## src/rtl/ctrl_pipe_unit.sv

```systemverilog
// Pipelined control unit: decodes ID into a control bundle, carries it through EX/MEM/WB,
// and handles load-use stalls and branch flushes. Optional sticky illegal flag: CTRL_ILLEGAL_TRAP_EN.
module ctrl_pipe_unit #(
    parameter int ALU_CTRL_W = 4,
    parameter int REG_ADDR_W = 5
) (
    input  logic                  clk,
    input  logic                  rst,
    input  logic                  id_valid,
    input  logic [6:0]            opcode,
    input  logic [2:0]            funct3,
    input  logic [6:0]            funct7,
    input  logic [REG_ADDR_W-1:0] rs1,
    input  logic [REG_ADDR_W-1:0] rs2,
    input  logic [REG_ADDR_W-1:0] rd,
    input  logic                  branch_taken,
    output logic                  stall,
    output logic [ALU_CTRL_W-1:0] ex_alu_control,
    output logic                  ex_alu_src,
    output logic                  ex_branch,
    output logic                  ex_branch_ne,
    output logic                  ex_mem_read,
    output logic                  ex_mem_write,
    output logic                  ex_mem_to_reg,
    output logic                  ex_reg_write,
    output logic [REG_ADDR_W-1:0] ex_rd,
    output logic                  mem_mem_read,
    output logic                  mem_mem_write,
    output logic                  mem_mem_to_reg,
    output logic                  mem_reg_write,
    output logic [REG_ADDR_W-1:0] mem_rd,
    output logic                  wb_reg_write,
    output logic                  wb_mem_to_reg,
    output logic [REG_ADDR_W-1:0] wb_rd
`ifdef CTRL_ILLEGAL_TRAP_EN
    ,
    output logic                  illegal
`endif
);

    localparam logic [6:0] OP_LOAD = 7'b0000011;
    localparam logic [6:0] OP_IALU = 7'b0010011;
    localparam logic [6:0] OP_STORE = 7'b0100011;
    localparam logic [6:0] OP_R = 7'b0110011;
    localparam logic [6:0] OP_BRANCH = 7'b1100011;

    localparam logic [ALU_CTRL_W-1:0] ALU_ADD = ALU_CTRL_W'(3'd0);
    localparam logic [ALU_CTRL_W-1:0] ALU_SUB = ALU_CTRL_W'(3'd1);
    localparam logic [ALU_CTRL_W-1:0] ALU_AND = ALU_CTRL_W'(3'd2);
    localparam logic [ALU_CTRL_W-1:0] ALU_OR  = ALU_CTRL_W'(3'd3);
    localparam logic [ALU_CTRL_W-1:0] ALU_XOR = ALU_CTRL_W'(3'd4);
    localparam logic [ALU_CTRL_W-1:0] ALU_SLT = ALU_CTRL_W'(3'd5);
    localparam logic [ALU_CTRL_W-1:0] ALU_SLL = ALU_CTRL_W'(3'd6);
    localparam logic [ALU_CTRL_W-1:0] ALU_SRL = ALU_CTRL_W'(3'd7);

    logic [ALU_CTRL_W-1:0] w_alu;
    logic                  w_alu_src, w_branch, w_branch_ne, w_mem_read, w_mem_write;
    logic                  w_mem_to_reg, w_reg_write, w_rs2_used, w_known;
    logic [REG_ADDR_W-1:0] w_rd;
    logic                  w_squash;

    logic [ALU_CTRL_W-1:0] r_ex_alu;
    logic                  r_ex_alu_src, r_ex_branch, r_ex_branch_ne, r_ex_mem_read;
    logic                  r_ex_mem_write, r_ex_mem_to_reg, r_ex_reg_write;
    logic [REG_ADDR_W-1:0] r_ex_rd;
    logic                  r_mem_mem_read, r_mem_mem_write, r_mem_mem_to_reg, r_mem_reg_write;
    logic [REG_ADDR_W-1:0] r_mem_rd;
    logic                  r_wb_reg_write, r_wb_mem_to_reg;
    logic [REG_ADDR_W-1:0] r_wb_rd;

    // Only instructions that write a register carry rd forward; others leave it 0.
    always_comb begin
        w_alu        = ALU_ADD;
        w_alu_src    = 1'b0;
        w_branch     = 1'b0;
        w_branch_ne  = 1'b0;
        w_mem_read   = 1'b0;
        w_mem_write  = 1'b0;
        w_mem_to_reg = 1'b0;
        w_reg_write  = 1'b0;
        w_rs2_used   = 1'b0;
        w_known      = 1'b0;
        w_rd         = '0;
        if (id_valid) begin
            case (opcode)
                OP_LOAD: begin
                    w_known      = 1'b1;
                    w_alu_src    = 1'b1;
                    w_mem_read   = 1'b1;
                    w_mem_to_reg = 1'b1;
                    w_reg_write  = 1'b1;
                    w_rd         = rd;
                end
                OP_IALU: begin
                    w_known     = 1'b1;
                    w_alu_src   = 1'b1;
                    w_reg_write = 1'b1;
                    w_rd        = rd;
                end
                OP_STORE: begin
                    w_known     = 1'b1;
                    w_alu_src   = 1'b1;
                    w_mem_write = 1'b1;
                    w_rs2_used  = 1'b1;
                end
                OP_R: begin
                    w_known     = 1'b1;
                    w_reg_write = 1'b1;
                    w_rs2_used  = 1'b1;
                    w_rd        = rd;
                    case (funct3)
                        3'b000:  w_alu = (funct7 == 7'b0100000) ? ALU_SUB : ALU_ADD;
                        3'b111:  w_alu = ALU_AND;
                        3'b110:  w_alu = ALU_OR;
                        3'b100:  w_alu = ALU_XOR;
                        3'b010:  w_alu = ALU_SLT;
                        3'b001:  w_alu = ALU_SLL;
                        3'b101:  w_alu = ALU_SRL;
                        default: w_alu = ALU_ADD;
                    endcase
                end
                OP_BRANCH: begin
                    w_known     = 1'b1;
                    w_alu       = ALU_SUB;
                    w_branch    = 1'b1;
                    w_branch_ne = (funct3 == 3'b001);
                    w_rs2_used  = 1'b1;
                end
                default: w_known = 1'b0;
            endcase
        end
    end

    // A flushed instruction never stalls, hence the ~branch_taken term.
    assign stall = r_ex_mem_read & (r_ex_rd != '0) & id_valid &
                   ((r_ex_rd == rs1) | (w_rs2_used & (r_ex_rd == rs2))) & ~branch_taken;
    assign w_squash = branch_taken | stall;

    always_ff @(posedge clk or posedge rst) begin
        if (rst) begin
            r_ex_alu         <= ALU_ADD;
            r_ex_alu_src     <= 1'b0;
            r_ex_branch      <= 1'b0;
            r_ex_branch_ne   <= 1'b0;
            r_ex_mem_read    <= 1'b0;
            r_ex_mem_write   <= 1'b0;
            r_ex_mem_to_reg  <= 1'b0;
            r_ex_reg_write   <= 1'b0;
            r_ex_rd          <= '0;
            r_mem_mem_read   <= 1'b0;
            r_mem_mem_write  <= 1'b0;
            r_mem_mem_to_reg <= 1'b0;
            r_mem_reg_write  <= 1'b0;
            r_mem_rd         <= '0;
            r_wb_reg_write   <= 1'b0;
            r_wb_mem_to_reg  <= 1'b0;
            r_wb_rd          <= '0;
        end else begin
            r_wb_reg_write   <= r_mem_reg_write;
            r_wb_mem_to_reg  <= r_mem_mem_to_reg;
            r_wb_rd          <= r_mem_rd;
            r_mem_mem_read   <= r_ex_mem_read;
            r_mem_mem_write  <= r_ex_mem_write;
            r_mem_mem_to_reg <= r_ex_mem_to_reg;
            r_mem_reg_write  <= r_ex_reg_write;
            r_mem_rd         <= r_ex_rd;
            if (w_squash) begin
                r_ex_alu        <= ALU_ADD;
                r_ex_alu_src    <= 1'b0;
                r_ex_branch     <= 1'b0;
                r_ex_branch_ne  <= 1'b0;
                r_ex_mem_read   <= 1'b0;
                r_ex_mem_write  <= 1'b0;
                r_ex_mem_to_reg <= 1'b0;
                r_ex_reg_write  <= 1'b0;
                r_ex_rd         <= '0;
            end else begin
                r_ex_alu        <= w_alu;
                r_ex_alu_src    <= w_alu_src;
                r_ex_branch     <= w_branch;
                r_ex_branch_ne  <= w_branch_ne;
                r_ex_mem_read   <= w_mem_read;
                r_ex_mem_write  <= w_mem_write;
                r_ex_mem_to_reg <= w_mem_to_reg;
                r_ex_reg_write  <= w_reg_write;
                r_ex_rd         <= w_rd;
            end
        end
    end

`ifdef CTRL_ILLEGAL_TRAP_EN
    logic r_illegal;

    always_ff @(posedge clk or posedge rst) begin
        if (rst) begin
            r_illegal <= 1'b0;
        end else if (id_valid & ~w_known & ~branch_taken) begin
            r_illegal <= 1'b1;
        end
    end

    assign illegal = r_illegal;
`endif

    assign ex_alu_control = r_ex_alu;
    assign ex_alu_src     = r_ex_alu_src;
    assign ex_branch      = r_ex_branch;
    assign ex_branch_ne   = r_ex_branch_ne;
    assign ex_mem_read    = r_ex_mem_read;
    assign ex_mem_write   = r_ex_mem_write;
    assign ex_mem_to_reg  = r_ex_mem_to_reg;
    assign ex_reg_write   = r_ex_reg_write;
    assign ex_rd          = r_ex_rd;
    assign mem_mem_read   = r_mem_mem_read;
    assign mem_mem_write  = r_mem_mem_write;
    assign mem_mem_to_reg = r_mem_mem_to_reg;
    assign mem_reg_write  = r_mem_reg_write;
    assign mem_rd         = r_mem_rd;
    assign wb_reg_write   = r_wb_reg_write;
    assign wb_mem_to_reg  = r_wb_mem_to_reg;
    assign wb_rd          = r_wb_rd;

endmodule

```

## config.mk

```make
export PLATFORM = sky130hd
export DESIGN_NAME = ctrl_pipe_unit
export DESIGN_NICKNAME = d
export VERILOG_FILES = /design/src/rtl/ctrl_pipe_unit.sv
export SDC_FILE = /design/constraint.sdc
export NUM_CORES = 1
export LEC_CHECK = 0
export ABC_AREA = 1
export CAP_MARGIN = 25
export CORE_MARGIN = 2
export CORE_UTILIZATION = 41
export CTS_BUF_LIST = sky130_fd_sc_hd__clkbuf_16
export DETAILED_ROUTE_END_ITERATION = 10
export PLACE_DENSITY = 0.93
export RECOVER_POWER = 25
export SYNTH_ARGS = -nofsm -noshare
export SYNTH_HDL_FRONTEND = slang
export SYNTH_SLANG_ARGS = --single-unit
export TNS_END_PERCENT = 30
```

## constraint.sdc

```tcl
create_clock -name clk -period 2.49 [get_ports clk]
set_clock_uncertainty 0.15 [all_clocks]
set_input_delay 0.3735 -clock clk [delete_from_list [all_inputs] [get_ports clk]]
set_output_delay 0.3735 -clock clk [all_outputs]
set_load 0.005 [all_outputs]
```

======== Word level (Yosys, flattened, before mapping) ========
Index checks and enable logic that the tools add are counted.
cells by class
  equal/unequal tests ..................... 14
  mux-type cells .......................... 28
  bitwise logic cells ..................... 8
  reduce and logical (&&, ||, !) cells .... 5
operator list
  kind                  number
  $eq A7 B6 Y1 const B  3
  $mux W1               21
  $pmux W3 S7           1
  $mux W5               3
  $eq A3 B3 Y1 const B  4
  $eq A5 B5 Y1          2
  $reduce_or A3 Y1      3
  $eq A7 B2 Y1 const B  1
  $eq A7 B5 Y1 const B  1
  $eq A7 B7 Y1 const B  1
  $pmux W3 S2           1
  $and A1 B1 Y1         5
  $reduce_bool A5 Y1    1
  $mux W4               1
  $eq A3 B1 Y1 const B  1
  $eq A3 B2 Y1 const B  1
  $logic_not A3 Y1      1
  $mux W3               1
  $or A1 B1 Y1          2
  $not A1 Y1            1
word-level totals
  bits in registers ....................... 30
  output and inout bits ................... 33
  word-level logic and storage cells ...... 70

======== Depth between registers and ports, before layout ========
Gate-level depths: netlist of the first run.
  depth after elaboration ................. 10
  gate-level depth with buffers ........... 11
  gate-level depth less buffers ........... 10

======== Worst setup path before layout of the first run ========
No wires, ideal clock.
  path kind ............................... register to output
  from .................................... register r_ex_rd[3] (netlist: ex_rd[3])
  to ...................................... output stall
  arrival time ............................ 1,057 ps
  required time ........................... 1,967 ps
  path slack .............................. 909 ps
  cell stages (with the launch flop) ...... 7
  path through ............................ dfrtp_1 or2_0 a21oi_1 nand3_1 nand2_1 nand2_2 nor2_1
on the way
  longest elaborated chain between the ends .. 5
  elaborated cells between the ends (all ways) .. 9
  classes of those cells .................. eq/ne: 2; bitwise: 6; reduce/logical: 1
RTL lines
  item                                                line      text
  from (decl)                                         65        logic [REG_ADDR_W-1:0] r_ex_rd;
  from (signal assigned)                              186       r_ex_rd <= w_rd;
  $eq A5 B5 Y1 or $reduce_bool A5 Y1 (tied branches)  136, 135
  $and A1 B1 Y1 (on tied branches)                    136, 135
  $or A1 B1 Y1 or $and A1 B1 Y1 (tied branches)       136, 135
  $and A1 B1 Y1 *                                     135       assign stall = r_ex_mem_read & (r_ex_rd != '0) & id_valid &
  $and A1 B1 Y1 *                                     136       ((r_ex_rd == rs1) | (w_rs2_used & (r_ex_rd == rs2))) & ~branch_taken;
  to (decl)                                           17        output logic stall,
Every way passes the cells marked *; elsewhere a longest branch is shown, timed or not.

======== Worst setup path in the final report of the first run ========
  from .................................... input opcode[4]
  to ...................................... output stall
on the way
  longest elaborated chain between the ends .. 8
  elaborated cells between the ends (all ways) .. 10
  classes of those cells .................. eq/ne: 3; mux: 2; bitwise: 4; reduce/logical: 1
RTL lines
  item                                          line  text
  from (decl)                                   10    input logic [6:0] opcode,
  $eq A7 B6 Y1 or $eq A7 B7 Y1 (tied branches)  85    case (opcode)
  $reduce_or A3 Y1 (no line) *                  n/a
  $mux W1 *                                     85
  $mux W1 *                                     84    if (id_valid) begin
  $and A1 B1 Y1 *                               136
  $or A1 B1 Y1 *                                136
  $and A1 B1 Y1 *                               135
  $and A1 B1 Y1 *                               136
Marked as above.

==> run summary, run 1 <==
Core Region = 2810 sq um
Post-Syn Nets = 172
cts hold-fix bufs = 0
status = complete, but fails checks
count leader, synth = dfrtp_1
RSZ-0062 raised after global routing = false
worst flop-to-flop path startpoint = ex_rd[3]
IO buf count = 67
post-route ant nets = 0
drt via density = 4.86
Post-Place Setup Slack = -0.120 ns
Final HPWL DP = 2300 microns
Commonest cells post-synth = 29 x dfrtp_1, 26 x nand2_1, 24 x nor2_1
placed insts = 238
Reg2Reg Capture Point = ex_alu_control[0]
Hold Path Origin = ex_mem_write
Clock Root Buffer = clkbuf_16
fin crit period = 2.31 ns
Most used DFF post-synth = dfrtp_1
final WL = 3010 microns
cell taking the most area after synthesis = dfrtp_1
Fmax achieved = 0.433 GHz
clock latency at the later pin of the worst-skew pair = 0.27 ns
multi-input combinational cell area = 407 sq um
CP max stage cell = clkdlybuf4s50_1
placer congestion estimate = 0.801
WS Path Type = input pin to output pin
largest net degree at the start of global routing = 30
initial antenna violation count = 0
slowest stage delay, CP = 0.50 ns
DIE HEIGHT = 58.8 microns
EDFF count, synth = 0
R2R cell count = 7
number of warnings issued by yosys = 0
reg2reg setup slack = 0.84 ns
synth-to-layout area growth = 70.6%
CP Launch Type = input pin
failing checks = design-rule violations
largest cells by area after synthesis = dfrtp_1 59%, nand2_1 7.9%, nor2_1 7.3%, nand3_1 6.1%, inv_1 4.9%
Crit path max-delay family = buffers and inverters
antenna fix cells = 0
layout cells sized above 1 = 8.37%
Ports = 69
buffers and inverters on the worst path = 3
die width = 58.8 microns
hold path depth = 0
part of the cycle the worst path needs = 92.7%
# fillers = 208
Cell Area, Synth = 1230 sq um
Max-Cap Viols = 0
total track usage = 20.3%
PwrDens = 540 nW/um^2
Final Hold Fails = 0
IR drop worst, VDD = 352 uV
Crit path arrival time = 1.78 ns
setup ws final = 0.182 ns
cts bufs inserted = 5
worst-path fanout max = 3
vias = 1195
Final Setup Violations = 0
cells after synthesis = 136
fin nets = 250
number of detailed-route iterations in the first pass = 7
Min-Delay Endpoint = mem_mem_write
Cell Count, Final, Fillers Out = 246
Die ar. = 3460 sq um
GRT Residual Overflow = 0
Crit path required time = 1.97 ns
leakage = 0.00102 uW
DRC Markers = 8
slew margin rel. = 2.65%
H-tree Lvls = 2
Seq/Total Area, Yosys = 58.9%
Worst Tran Pin Value = 1.46 ns
Yosys cell types = 19
Hold Path Class = flop to flop
DRT iter0 DRCs = 52
cell mode on critical path = nand2_1
CP cell instances = clkdlybuf4s50_1 -> nand2_1 -> inv_1 -> nand2_1 -> a21oi_1 -> nand3_1 -> nand2_1 -> nand2_2 -> nor2_1 -> dlygate4sd2_1
Synth Register Bits = 29
Final Max Tran Viols = 0
Initial Util = 43.9%
post-route core utilization = 74.9%
post-CTS resize count = 2
buffer count from post-CTS setup fixing = 0
clk buf depth = 2
first-pass GRT wire length = 5110 microns
Mean Syn Cell Area = 9.05 sq um
Synth async-reset ratio = 100%
Register Area = 726 sq um
Setup crit end kind = output pin
routed length per instance = 12.2 microns
row count = 19
Clock Sink Count = 29
post-synth top area share = 58.9%
vias in the first global route = 1216
clock-pin transition on the worst setup and hold timing paths = 0.05 ns
CTS tree = yes
==> cell type report <==
cell class / count / area share [%]
Timing Repair Buffer: 76 / 34.8
Sequential cell: 29 / 34.5
Multi-Input combinational cell: 86 / 19.4
Clock buffer: 5 / 5.96
Inverter: 16 / 2.86
Tap cell: 31 / 1.85
Clock inverter: 3 / 0.596
==> logic make-up (layout without fill, tap and decap cells) <==
group,Yosys count,count (layout),share of synthesized area (%)
and+or+nand+nor,74,74,25.9
other,1,1,0.305
AOI/OAI and AO/OA,4,4,1.83
xor gates and xnor gates,7,7,4.98
buffers and inverters,21,100,8.03
DFF,29,29,58.9
==> how the worst max path moves through the flow <==
stage	startpoint	cells after the start	endpoint
final	opcode[4]	10	stall
after global routing	opcode[4]	10	stall
after CTS	opcode[4]	10	stall
after detailed placement	opcode[5]	10	stall
after global placement	opcode[5]	10	stall
after floorplan	ex_rd[3]	6	stall
==> through the flow <==
stage / hold WS [ns] / area [sq um] / setup TNS [ns] / power, uW
detailed placement: 0.211 / 1970 / -0.120 / 596
floorplan: 0.226 / 1230 / 0 / 520
finish: 0.223 / 2100 / 0 / 1130
CTS: 0.226 / 2100 / 0 / 1140
global route: 0.242 / 2100 / 0 / 1180
global placement: 0.206 / 1970 / -0.0744 / 592
==> power breakdown <==
part           total [uW]  switching (uW)  internal, uW
Combinational         113            45.1          67.5
Clock                 546             187           359
Sequential            474           0.744           474
==> cell usage in the layout (no fill, tap or decap), types with 2 or more instances in the layout <==
master / Yosys / routed
clkdlybuf4s50_1: 0 / 65
dfrtp_1: 29 / 29
nand2_1: 26 / 26
nor2_1: 24 / 24
inv_1: 16 / 16
nand3_1: 15 / 15
buf_4: 3 / 8
xor2_1: 5 / 5
clkbuf_16: 0 / 5
a21oi_1: 3 / 3
nor3_1: 3 / 3
xnor2_1: 2 / 2
nand2_2: 2 / 2
clkinv_1: 0 / 2
dlygate4sd2_1: 0 / 2
==> routing by layer <==
metal  GRT usage (%)  part of all wire (%)  vias up
li1                -                     -      571
met1            20.9                    37      562
met2            37.0                    53       58
met3            7.47                   9.3        4
met4            8.12                   1.1        0
met5               0                     0        -
==> worst reg2reg max path, stage by stage, from the launching register on <==
cell	delay (ns)
dfrtp_1	0.43
or2_0	0.24
a21oi_1	0.16
nand3_1	0.12
nand2_1	0.10
nand2_2	0.07
nand2_2	0.18
nor2_1	0.08
Note: power is estimated with default switching activity, not from simulation.
==> inputs of run 2 (changes only) <==
--- a/config.mk
+++ b/config.mk
@@ -13,6 +13,7 @@
 export DETAILED_ROUTE_END_ITERATION = 10
 export PLACE_DENSITY = 0.93
 export RECOVER_POWER = 25
+export SKIP_LAST_GASP = 1
 export SYNTH_ARGS = -nofsm -noshare
 export SYNTH_HDL_FRONTEND = slang
 export SYNTH_SLANG_ARGS = --single-unit
==> results of run 2 <==
No change in the layout: final DEF, timing and power equal those of run 1.
